<file path="config.mk">
export PLATFORM = sky130hd
export DESIGN_NAME = tap_window_feeder_flat
export DESIGN_NICKNAME = d
export VERILOG_FILES = /design/src/rtl/tap_window_feeder_if.sv /design/src/rtl/tap_window_feeder.sv /design/src/flat_wrapper.sv
export SDC_FILE = /design/constraint.sdc
export NUM_CORES = 1
export LEC_CHECK = 0
export BUFFER_PORTS_ARGS = -buffer_cell sky130_fd_sc_hd__clkbuf_2
export CORE_UTILIZATION = 55
export DETAILED_ROUTE_END_ITERATION = 8
export PLACE_DENSITY = 0.79
export SLEW_MARGIN = 20
export SYNTH_ARGS = -nofsm -noshare
export SYNTH_HDL_FRONTEND = slang
export SYNTH_SLANG_ARGS = --single-unit
</file>
<file path="constraint.sdc">
create_clock -name clk -period 2.1 [get_ports clk]
set_input_delay 0.21 -clock clk [delete_from_list [all_inputs] [get_ports clk]]
set_output_delay 0.21 -clock clk [all_outputs]
set_load 0.1 [all_outputs]
</file>
<file path="src/rtl/tap_window_feeder_if.sv">
// Sample stream, mu configuration and window outputs of tap_window_feeder.
// master drives samples/mu; slave is the feeder itself.
interface tap_window_feeder_if #(
    parameter int unsigned DATA_W = 16
);
    logic signed [DATA_W-1:0] s_data;
    logic                     s_valid;
    logic                     s_last;
    logic                     s_ready;
    logic signed [DATA_W-1:0] mu_cfg;
    logic                     mu_load;
    logic signed [DATA_W-1:0] data1_out;
    logic signed [DATA_W-1:0] data2_out;
    logic signed [DATA_W-1:0] data3_out;
    logic signed [DATA_W-1:0] data4_out;
    logic signed [DATA_W-1:0] mu_out;
    logic                     enable_out;
    logic                     frame_done;

    modport master (
        output s_data, s_valid, s_last, mu_cfg, mu_load,
        input  s_ready, data1_out, data2_out, data3_out, data4_out,
        input  mu_out, enable_out, frame_done
    );

    modport slave (
        input  s_data, s_valid, s_last, mu_cfg, mu_load,
        output s_ready, data1_out, data2_out, data3_out, data4_out,
        output mu_out, enable_out, frame_done
    );
endinterface

</file>
<file path="src/rtl/tap_window_feeder.sv">
// Keeps a 4-deep window of Q2.14 samples and strobes it, with a frame-stable mu,
// to the weighted-sum stage; frames are optionally drained with zero pads.
module tap_window_feeder #(
    parameter int unsigned DATA_W     = 16,
    parameter int unsigned MODE_BLOCK = 0,
    parameter int unsigned FLUSH_EN   = 1
) (
    input logic               clk,
    input logic               rst,
    tap_window_feeder_if.slave bus
);

    typedef enum logic [1:0] {
        FILL,
        RUN,
        FLUSH,
        DONE
    } state_t;

    localparam logic signed [DATA_W-1:0] MU_ONE = {2'b01, {(DATA_W-2){1'b0}}};

    state_t state_q, state_d;

    // w_q[0] is the newest sample, w_q[3] the oldest
    logic signed [DATA_W-1:0] w_q [4];
    logic signed [DATA_W-1:0] w_d [4];
    logic        [2:0]        fill_q, fill_d;
    logic        [1:0]        grp_q, grp_d;
    logic        [1:0]        pad_q, pad_d;

    logic signed [DATA_W-1:0] out_q [4];
    logic signed [DATA_W-1:0] mu_sh_q;
    logic signed [DATA_W-1:0] mu_q;
    logic                     en_q;
    logic                     done_q;

    logic ready;
    logic accept;
    logic first_acc;
    logic emit;

    always_comb begin
        ready     = !rst && (state_q == FILL || state_q == RUN);
        accept    = bus.s_valid && ready;
        first_acc = accept && (state_q == FILL) && (fill_q == 3'd0);

        state_d = state_q;
        fill_d  = fill_q;
        grp_d   = grp_q;
        pad_d   = pad_q;
        w_d     = w_q;
        emit    = 1'b0;

        case (state_q)
            FILL, RUN: begin
                if (accept) begin
                    w_d[3] = w_q[2];
                    w_d[2] = w_q[1];
                    w_d[1] = w_q[0];
                    w_d[0] = bus.s_data;
                    fill_d = (fill_q == 3'd4) ? fill_q : fill_q + 3'd1;
                    grp_d  = grp_q + 2'd1;
                    emit   = (MODE_BLOCK != 0) ? (grp_q == 2'd3) : (fill_q >= 3'd3);
                    if (state_q == FILL && fill_q == 3'd3) begin
                        state_d = RUN;
                    end
                    if (bus.s_last) begin
                        pad_d = '0;
                        // A block-mode frame ending on a group boundary has nothing to pad
                        if (FLUSH_EN == 0 || (MODE_BLOCK != 0 && grp_d == 2'd0)) begin
                            state_d = DONE;
                        end else begin
                            state_d = FLUSH;
                        end
                    end
                end
            end
            FLUSH: begin
                w_d[3] = w_q[2];
                w_d[2] = w_q[1];
                w_d[1] = w_q[0];
                w_d[0] = '0;
                grp_d  = grp_q + 2'd1;
                pad_d  = pad_q + 2'd1;
                if (MODE_BLOCK != 0) begin
                    emit = (grp_q == 2'd3);
                    if (grp_q == 2'd3) begin
                        state_d = DONE;
                    end
                end else begin
                    emit = 1'b1;
                    if (pad_q == 2'd2) begin
                        state_d = DONE;
                    end
                end
            end
            DONE: begin
                w_d     = '{default: '0};
                fill_d  = '0;
                grp_d   = '0;
                pad_d   = '0;
                state_d = FILL;
            end
            default: state_d = FILL;
        endcase
    end

    always_ff @(posedge clk) begin
        if (rst) begin
            state_q <= FILL;
            w_q     <= '{default: '0};
            fill_q  <= '0;
            grp_q   <= '0;
            pad_q   <= '0;
            out_q   <= '{default: '0};
            mu_sh_q <= MU_ONE;
            mu_q    <= MU_ONE;
            en_q    <= 1'b0;
            done_q  <= 1'b0;
        end else begin
            state_q <= state_d;
            w_q     <= w_d;
            fill_q  <= fill_d;
            grp_q   <= grp_d;
            pad_q   <= pad_d;
            en_q    <= emit;
            done_q  <= (state_q == DONE);
            if (emit) begin
                out_q[0] <= w_d[3];
                out_q[1] <= w_d[2];
                out_q[2] <= w_d[1];
                out_q[3] <= w_d[0];
            end
            if (bus.mu_load) begin
                mu_sh_q <= bus.mu_cfg;
            end
            // mu is latched only on the first accept so it cannot move mid-frame
            if (first_acc) begin
                mu_q <= bus.mu_load ? bus.mu_cfg : mu_sh_q;
            end
        end
    end

    assign bus.s_ready    = ready;
    assign bus.data1_out  = out_q[0];
    assign bus.data2_out  = out_q[1];
    assign bus.data3_out  = out_q[2];
    assign bus.data4_out  = out_q[3];
    assign bus.mu_out     = mu_q;
    assign bus.enable_out = en_q;
    assign bus.frame_done = done_q;

endmodule
</file>
<file path="src/flat_wrapper.sv">
// flat-port wrapper written by rule: the top's interface ports become plain ports
module tap_window_feeder_flat 
#(
    parameter int unsigned DATA_W     = 16,
    parameter int unsigned MODE_BLOCK = 0,
    parameter int unsigned FLUSH_EN   = 1
)
  (clk, rst, bus_s_data, bus_s_valid, bus_s_last, bus_mu_cfg, bus_mu_load, bus_s_ready, bus_data1_out, bus_data2_out, bus_data3_out, bus_data4_out, bus_mu_out, bus_enable_out, bus_frame_done);
  tap_window_feeder_if #(.DATA_W(DATA_W)) bus_i ();
  input logic clk;
  input logic rst;
  input wire logic [$bits(bus_i.s_data)-1:0] bus_s_data;
  input wire logic [$bits(bus_i.s_valid)-1:0] bus_s_valid;
  input wire logic [$bits(bus_i.s_last)-1:0] bus_s_last;
  input wire logic [$bits(bus_i.mu_cfg)-1:0] bus_mu_cfg;
  input wire logic [$bits(bus_i.mu_load)-1:0] bus_mu_load;
  output wire logic [$bits(bus_i.s_ready)-1:0] bus_s_ready;
  output wire logic [$bits(bus_i.data1_out)-1:0] bus_data1_out;
  output wire logic [$bits(bus_i.data2_out)-1:0] bus_data2_out;
  output wire logic [$bits(bus_i.data3_out)-1:0] bus_data3_out;
  output wire logic [$bits(bus_i.data4_out)-1:0] bus_data4_out;
  output wire logic [$bits(bus_i.mu_out)-1:0] bus_mu_out;
  output wire logic [$bits(bus_i.enable_out)-1:0] bus_enable_out;
  output wire logic [$bits(bus_i.frame_done)-1:0] bus_frame_done;
  assign bus_i.s_data = bus_s_data;
  assign bus_i.s_valid = bus_s_valid;
  assign bus_i.s_last = bus_s_last;
  assign bus_i.mu_cfg = bus_mu_cfg;
  assign bus_i.mu_load = bus_mu_load;
  assign bus_s_ready = bus_i.s_ready;
  assign bus_data1_out = bus_i.data1_out;
  assign bus_data2_out = bus_i.data2_out;
  assign bus_data3_out = bus_i.data3_out;
  assign bus_data4_out = bus_i.data4_out;
  assign bus_mu_out = bus_i.mu_out;
  assign bus_enable_out = bus_i.enable_out;
  assign bus_frame_done = bus_i.frame_done;
  tap_window_feeder #(.DATA_W(DATA_W), .MODE_BLOCK(MODE_BLOCK), .FLUSH_EN(FLUSH_EN)) u_core (.clk(clk), .rst(rst), .bus(bus_i));
endmodule
</file>
==> results.yml <==
clocking:
  htreeDepth: 4
  cts_tree: "built"
  post-cts-setup-buffers: 0
  clkSlewWorstSetupHoldPaths_ns: 0.06
  clk_latency_ns: 0.42
  cts_resized: 0
  cts-buffers-inserted: 17
  cts_hold_buf: 0
  clockBufferDepth: 2
  clock-sinks: 153
  root_buffer: "clkbuf_16"
global_route:
  antenna_found_initial: 0
  grt_usage: 0.244
  grt_pass1_vias: 4616
  overflow: 0
  grt_pass1_wl_mm: 22.5
  grt_max_degree: 89
routing:
  vias_per_cell: 5.44
  wirelength_mm: 13.9
  vias: 4932
  first_iter_violations: 305
  dr.pass1.iters: 4
  drc: 0
  wl_per_cell_um: 15.4
  ant_nets: 0
die:
  dieArea_um2: 12100
  die_w_um: 110
  initial_core_util: 0.562
  die_y_um: 110
  boundaryPins: 120
  core_um2: 11400
  rows: 39
synth:
  synth-adder-area-share: 0.00783
  syn_nets: 705
  yosysWarnings: 0
  synthXorXnorAreaFrac: 0
  yosysSeqAreaShare: 0.479
  syn_inst: 664
  ys_types: 32
  avgSynthCellArea_um2: 9.63
  synthMuxAreaShare: 0.152
  syn-cell-area_um2: 6390
  synth_top_family_by_area: "simple AND/OR/NAND/NOR gates"
  synth-simple-area-share: 0.178
  ys_ff_latch: 153
  synth_compound_area_frac: 0.133
setup_path:
  r2r_slack_ns: 0.10
  r2r_end: "u_core.bus.data1_out[1]"
  crit_path_start_kind: "flop"
  worst-endpoint-arrival_ns: 2.33
  reg2reg_depth: 6
  endpoint_kind: "flop"
  worstSetupPathType: "reg -> reg"
  path_max_fanout: 38
  worstPathRequired_ns: 2.43
  r2r-start: "u_core.fill_q[2]"
cells_and_area:
  layout-drive-gt1-share: 0.224
  fin_cells: 907
  layout.nets: 793
  layout_common_cells: "dfxtp_1, clkbuf_2, nand2b_1"
  layout_commonest_cell: "dfxtp_1"
  antenna_cells: 0
  area_growth_pct: 18.9
run_status:
  status: "finished clean"
power_and_ir_drop:
  powerDensity_nw_per_um2: 901
  finalPower_mw: 6.85
  vdd_drop_max_mv: 0.672
  leakage_nw: 3.43
place:
  dpl.cell_count: 876
  io_buffers: 119
  hpwlAfterDp_mm: 9.19
  finalWeightedCongestion: 0.821
sta:
  setup_tns_ns: 0
  period_share: 0.952
  timing.final.crit_period_ns: 2.00
  worst_slew_pin_slew_ns: 0.623
  setup_viol: 0
  fmax_ghz: 0.500
  rsz0062_at_grt: "false"
  slew_viol_final: 0
  hold_viol: 0
  clock_skew_ns: 0.00495
  max_slew_margin: 0.584
job:
  maxCapViolCount: 0
worst_hold_path:
  min-delay-start: "bus_s_data[6]"
  worstHoldPathType: "in -> reg"
  hold_path_end: "u_core.w_q[54]"
  hold_depth: 3
==> metal layers <==
layer,GRT usage,vias up,part of all wire
li1,-,2469,-
met2,0.380,118,0.48
met3,0.0539,16,0.046
met5,0,-,0
met1,0.319,2329,0.46
met4,0.118,0,0.014
==> state kept, by name, summed over array words and instances (netlist names) <==
signal	flops
u_core.bus.mu_out	16
u_core.bus.data1_out	16
u_core.bus.frame_done	1
u_core.bus.data2_out	16
u_core.bus.enable_out	1
u_core.pad_q	2
u_core.mu_sh_q	16
u_core.bus.data4_out	16
u_core.w_q	48
u_core.fill_q	3
u_core.state_q	2
u_core.bus.data3_out	16
==> worst max-delay path, stage by stage, from the launching register on <==
cell and delay [ns]:
dfxtp_1 0.48, inv_1 0.09, ha_1 0.24, a211o_1 0.34, a21oi_4 0.21, buf_12 0.28, mux2i_1 0.26
==> cells in the mapped netlist <==
cell,number,area share
a211o_1,1,0.0014
nor2_1,51,0.030
a221oi_1,2,0.0027
a2bb2oi_1,32,0.044
o211ai_1,16,0.019
and2_1,1,0.00098
a211oi_1,16,0.019
buf_2,22,0.017
or3b_2,1,0.0014
mux2_2,1,0.0018
a2111oi_0,1,0.0014
nand2_1,36,0.021
nand2b_1,100,0.098
nand3b_1,2,0.0023
buf_1,4,0.0023
a22o_1,2,0.0027
mux2i_1,96,0.15
buf_4,3,0.0035
nor2b_1,3,0.0029
and3_1,1,0.00098
a21oi_2,1,0.0014
buf_6,2,0.0035
nor4b_4,1,0.0037
nand3_1,16,0.013
inv_1,6,0.0035
clkbuf_1,35,0.021
dfxtp_1,153,0.48
a21oi_1,52,0.041
ha_1,4,0.0078
o21bai_1,1,0.0012
nor3b_4,1,0.0029
or2_2,1,0.00098
==> cell families after synthesis <==
family,Yosys count
adder cells (fa/ha/maj),4
buffers and inverters,72
AO/OA/AOI/OAI,124
AND/OR/NAND/NOR,214
flip-flops,153
multiplexers,97
==> how the worst max path moves through the flow <==
stage,from,endpoint,slack (ns),depth (start not counted)
global route,u_core.fill_q[2],u_core.bus.data1_out[1],0.02,6
detailed placement,u_core.fill_q[2],u_core.bus.data2_out[8],0.16,6
finish,u_core.fill_q[2],u_core.bus.data1_out[1],0.10,6
global placement,u_core.fill_q[2],u_core.bus.data2_out[12],0.27,6
floorplan,u_core.state_q[1],bus_s_ready,0.19,5
CTS,u_core.fill_q[2],u_core.bus.data1_out[1],0.11,6
==> cell type report <==
type	instances	area [µm²]
fill	909	3770
timing repair buffer	135	746
clock buffer	23	478
clock inverter	8	95.1
tap	143	179
multi-input combinational	439	3020
inverter	6	22.5
sequential	153	3060
==> where the power goes <==
part           switching [mW]  leakage, nW  total (mW)  internal, mW
clock network            1.13        0.279        2.96          1.83
registers              0.0650         1.24        3.05          2.99
logic                   0.576         1.91       0.838         0.262
==> metrics by stage <==
step           setup WS [ns]  hold WS (ns)  instance area, µm²  utilization
5_1_grt               0.0230        0.0432                7600        0.669
2_1_floorplan          0.188         0.346                6390            -
3_3_place_gp           0.266         0.447                7030        0.618
3_5_place_dp           0.157         0.461                7030        0.618
6_report               0.100        0.0370                7600        0.669
4_1_cts                0.108        0.0154                7600        0.669
No activity file was read; power rests on OpenSTA's default activity.
